File: config.mk
export PLATFORM = sky130hd
export DESIGN_NAME = conc_trace_recorder
export DESIGN_NICKNAME = d
export VERILOG_FILES = /design/src/rtl/conc_trace_recorder.sv
export SDC_FILE = /design/constraint.sdc
export NUM_CORES = 1
export LEC_CHECK = 0
export CORE_UTILIZATION = 47
export CTS_CLUSTER_SIZE = 30
export DETAILED_ROUTE_END_ITERATION = 12
export GPL_ROUTABILITY_DRIVEN = 0
export PLACE_DENSITY = 0.63
export SYNTH_ARGS = -nofsm -noshare
export SYNTH_HDL_FRONTEND = slang
export SYNTH_SLANG_ARGS = --single-unit
File: constraint.sdc
create_clock -name clock -period 5.6 [get_ports clock]
set_input_delay 1.68 -clock clock [delete_from_list [all_inputs] [get_ports clock]]
set_output_delay 1.68 -clock clock [all_outputs]
set_load 0.02 [all_outputs]
File: src/rtl/conc_trace_recorder.sv
// rtl/conc_trace_recorder.sv - run-length trace recorder for core outputs with valid/ready FIFO read port
module conc_trace_recorder #(
    parameter int DEPTH = 64,
    parameter int CNT_W = 10
) (
    input  logic                      clock,
    input  logic                      reset,
    input  logic                      arm,
    input  logic                      clear,
    input  logic                      nloss,
    input  logic [3:0]                nl,
    input  logic                      speaker,
    output logic                      busy,
    output logic                      done,
    output logic                      overflow,
    output logic [$clog2(DEPTH):0]    level,
    output logic                      rd_valid,
    output logic [CNT_W+5:0]          rd_data,
    input  logic                      rd_ready
);

    localparam int AW = $clog2(DEPTH);
    localparam int RW = CNT_W + 6;

    typedef enum logic [1:0] {
        ST_IDLE    = 2'd0,
        ST_CAPTURE = 2'd1,
        ST_DONE    = 2'd2
    } state_t;

    state_t           state_q, state_d;
    logic [5:0]       hist_q, hist_d;
    logic [CNT_W-1:0] cnt_q, cnt_d;
    logic [AW:0]      wptr_q, wptr_d;
    logic [AW:0]      rptr_q, rptr_d;
    logic             ovf_q, ovf_d;
    logic [RW-1:0]    mem_q [DEPTH];

    logic [5:0]       samp;
    logic [AW:0]      fill;
    logic             full;
    logic             pop;
    logic             push;
    logic             push_ok;
    logic [RW-1:0]    rec;

    assign samp = {nloss, nl, speaker};
    assign fill = wptr_q - rptr_q;
    assign full = (fill == (AW+1)'(DEPTH));
    assign rec  = {cnt_q, hist_q};

    // Next-state: run-length accumulation, record push with drop-on-full, FIFO pointers, clear
    always_comb begin
        state_d = state_q;
        hist_d  = hist_q;
        cnt_d   = cnt_q;
        ovf_d   = ovf_q;
        push    = 1'b0;
        pop     = (fill != '0) && rd_ready;

        case (state_q)
            ST_CAPTURE: begin
                if (!arm) begin
                    // Closing record; the sample on this edge is intentionally ignored
                    push    = 1'b1;
                    state_d = ST_DONE;
                end else if (samp == hist_q && cnt_q != {CNT_W{1'b1}}) begin
                    cnt_d = cnt_q + CNT_W'(1);
                end else begin
                    // Value change or saturated count both close the current run
                    push   = 1'b1;
                    hist_d = samp;
                    cnt_d  = CNT_W'(1);
                end
            end
            default: begin
                if (arm) begin
                    hist_d  = samp;
                    cnt_d   = CNT_W'(1);
                    state_d = ST_CAPTURE;
                end
            end
        endcase

        // A pop on the same edge frees the slot, so a full FIFO can still accept
        push_ok = push && (!full || pop);
        if (push && !push_ok) begin
            ovf_d   = 1'b1;
            state_d = ST_DONE;
        end

        wptr_d = wptr_q + (AW+1)'(push_ok);
        rptr_d = rptr_q + (AW+1)'(pop);

        if (clear) begin
            state_d = ST_IDLE;
            hist_d  = '0;
            cnt_d   = '0;
            ovf_d   = 1'b0;
            wptr_d  = '0;
            rptr_d  = '0;
            push_ok = 1'b0;
        end
    end

    // State and pointer registers with synchronous reset
    always_ff @(posedge clock) begin
        if (reset) begin
            state_q <= ST_IDLE;
            hist_q  <= '0;
            cnt_q   <= '0;
            ovf_q   <= 1'b0;
            wptr_q  <= '0;
            rptr_q  <= '0;
        end else begin
            state_q <= state_d;
            hist_q  <= hist_d;
            cnt_q   <= cnt_d;
            ovf_q   <= ovf_d;
            wptr_q  <= wptr_d;
            rptr_q  <= rptr_d;
        end
    end

    // Record storage; contents are don't-care outside the occupied window
    always_ff @(posedge clock) begin
        if (!reset && push_ok) begin
            mem_q[wptr_q[AW-1:0]] <= rec;
        end
    end

    assign busy     = (state_q == ST_CAPTURE);
    assign done     = (state_q == ST_DONE);
    assign overflow = ovf_q;
    assign level    = fill;
    assign rd_valid = (fill != '0);
    assign rd_data  = rd_valid ? mem_q[rptr_q[AW-1:0]] : '0;

endmodule

==> flow_metrics.py <==
metrics = {
    "setup_path": {
        "cpPeakStageDelay_ns": 0.65,
        "crit_chain": "buf_4 > mux4_2 > o221ai_1 > o221ai_1 > o22ai_1 > nor2_2 > buf_4",
        "cp_data_required_time_ns": 3.92,
        "ff2ff_setup_slack_ns": 1.51,
        "cp_slowest_cell": "dfxtp_4",
        "cp-start-kind": "register",
        "r2r_cells": 11,
        "worstPathArrival_ns": 3.91,
        "cp_max_fo": 33,
        "end_kind": "output pin",
        "timing.setup.critical_path_class": "register to output pin",
    },
    "logic_synthesis": {
        "synth_area_um2": 41510,
        "synth_common_cells": "1024 x edfxtp_1, 228 x mux4_2, 84 x mux2i_1",
        "synth_nets": 2084,
        "synth_cells": 2059,
        "ys_ff_latch": 1057,
        "avgSynthCellArea_um2": 20.16,
        "synth.distinct_cells": 64,
        "synth_edf_count": 1024,
        "synth-main-ff-cell": "edfxtp_1",
        "yosys.area.top_type_share_pct": 74.07,
        "synth-seq-area-share_pct": 75.66,
        "async_flop_share_pct": 0,
        "netlist.top_cell.by_area": "edfxtp_1",
        "yosys_warnings": 0,
        "synth_most_common_cell": "edfxtp_1",
        "yosys-top-cells-area": "edfxtp_1 74%, mux4_2 12%, mux2i_1 2.0%, dfxtp_1 1.6%, nand2_1 0.75%",
    },
    "global_routing": {
        "groute.usage.overall_pct": 23.01,
        "grt_start_max_net_pins": 69,
        "overflow": 0,
        "antenna_found_initial": 5,
        "grt_pass1_vias": 21549,
        "grt_pass1_wl_um": 148100,
    },
    "floorplan": {
        "initial_core_util_pct": 47.63,
        "fp.dieW_um": 299.2,
        "die_y_um": 299.2,
        "dieArea_um2": 89520,
        "ios": 38,
        "rows": 108,
        "coreArea_um2": 87160,
    },
    "finish": {
        "syn_to_final_growth_pct": 15.27,
        "drive_above_1_share_pct": 27.99,
        "fillers": 6579,
        "fin_nets": 2243,
    },
    "power_and_ir_drop": {
        "p_comb_share_pct": 7.0,
        "p_int_mw": 13.39,
        "vdd_drop_max_uv": 278.5,
        "p_sw_share_pct": 21.28,
        "switching_power_mw": 3.620,
        "clkPwrFrac_pct": 42.5,
        "powerDensity_nw_per_um2": 355.5,
        "leakage_nw": 16.29,
        "seqPwrFrac_pct": 50.5,
    },
    "min_path": {
        "min_path_type": "register to register",
        "hold_depth": 2,
    },
    "clock_network": {
        "cts_root_buf": "clkbuf_16",
        "tritoncts": "yes",
        "cts_sinks": 1057,
        "clk_latency_ns": 0.68,
        "numCtsBuffers": 105,
        "cts_buffer_depth": 3,
        "h-tree-depth": 3,
        "path_clk_slew_ns": 0.06,
    },
    "detailed_routing": {
        "avgRoutedWirePerCell_um": 29.30,
        "initialDrtViolationCount": 2330,
        "drc_errors": 0,
        "dr.pass1.iters": 5,
        "vias_per_cell": 6.113,
        "via_count": 21181,
        "ant_nets": 0,
        "wirelength_um": 101500,
    },
    "sta": {
        "hold_viol_final": 0,
        "skew_ns": 0.03053,
        "finalSetupViolations": 0,
        "slew_viol_final": 0,
        "rsz0062_at_grt": "false",
        "worstMarginPinSlew_ns": 1.048,
        "fmax_mhz": 178.8,
        "fin_setup_tns_ns": 0,
        "finalCritPeriodShare_pct": 99.87,
        "setup_ws_ns": 0.007113,
        "slew-limit-headroom_pct": 29.99,
        "min_period_ns": 5.593,
    },
    "placed_design": {
        "io_buffer_count": 37,
        "dp_hpwl_um": 59160,
        "dp_slack_ns": 0.5090,
    },
    "job": {
        "cap_violations": 0,
    },
    "run_status": {
        "status": "complete, no violations",
    },
}
power by group through the flow:
stage	logic, mW	registers (mW)	clock network, mW
final	1.19	8.59	7.23
after floorplan	0.769	8.77	0
after global placement	1.14	8.76	0
after detailed placement	1.15	8.76	0
after CTS	1.20	8.59	7.35
after global routing	1.25	8.58	7.63
sequential cells by signal, summed over array words and instances (netlist names):
signal    cells
cnt_q        10
hist_q        6
mem_q      1024
overflow      1
rptr_q        7
state_q       2
wptr_q        7
path summary, 6_finish.rpt:
| kind | start | end |
|---|---|---|
| worst max register to register | wptr_q[0] | mem_q[54][1] |
| worst min-delay path | overflow | overflow |
| worst min register to register | overflow | overflow |
| worst max-delay path | rptr_q[1] | rd_data[11] |
area by class of cell:
cell class / instances / area [um^2] / share of cell area (%)
antenna: 2 / 5.005 / 0.01046
clock buffer: 128 / 2836 / 5.928
multi-input combinational: 860 / 9706 / 20.28
sequential: 1057 / 31440 / 65.71
timing repair buffer: 178 / 1582 / 3.305
clock inverter: 69 / 770.7 / 1.611
tap: 1155 / 1445 / 3.020
inverter: 16 / 63.81 / 0.1334
layer usage:
metal	routed length, um	vias up	GRT usage (%)
li1	-	8879	-
met1	39860	11195	31.86
met2	49510	928	36.98
met3	9353	175	4.900
met4	2766	4	6.803
met5	27	-	0
cell usage in the layout (no fill, tap or decap), types with 14 or more instances in the layout:
master,n
edfxtp_1,1024
mux4_2,228
buf_4,134
clkbuf_16,107
mux2i_1,84
nand2_1,83
nor2_1,49
nor3_2,48
o22ai_1,36
a21oi_1,31
nand3_1,28
clkinv_2,26
clkdlybuf4s50_1,21
clkinv_1,20
o21ai_0,19
dfxtp_2,17
nor2b_1,16
nor4_2,16
bufinv_16,15
a22oi_1,14
o21ai_1,14
cell families after synthesis:
family                   count (synthesis)  share of synthesized area, %
XOR/XNOR                                23                        0.4853
adder cells (fa/ha/maj)                 14                        0.4401
AO/OA/AOI/OAI                          208                         3.469
buffers and inverters                  142                         1.754
multiplexers                           322                         14.67
AND/OR/NAND/NOR                        293                         3.520
flip-flops                            1057                         75.66
metrics by stage:
step	total power [mW]	cells	util (%)	cell area, um^2	hold WS, ns
after global routing	17.46	3463	54.90	47850	0.4988
after floorplan	9.536	2059	-	41510	0.4695
after global placement	9.903	3261	50.59	44090	0.4468
after detailed placement	9.912	3261	50.59	44090	0.4667
after CTS	17.14	3463	54.85	47810	0.4852
final	17.01	3465	54.90	47850	0.4746
what timing repair did:
item | CTS | global route
hold buffers | 0 | 0
setup endpoints to repair | 15 | 15
gates cloned | 1 | 0
pin swaps | 0 | 0
gates resized for setup | 10 | 15
setup buffers | 4 | 0
worst max-delay path: cells and delay by family, from the launching register on:
family	cells	cell delay (ns)
simple gates	1	0.45
buf+inv	2	0.78
mux	1	0.32
flops	1	0.65
compound gates	3	1.01
Note: power is estimated with default switching activity, not from simulation.
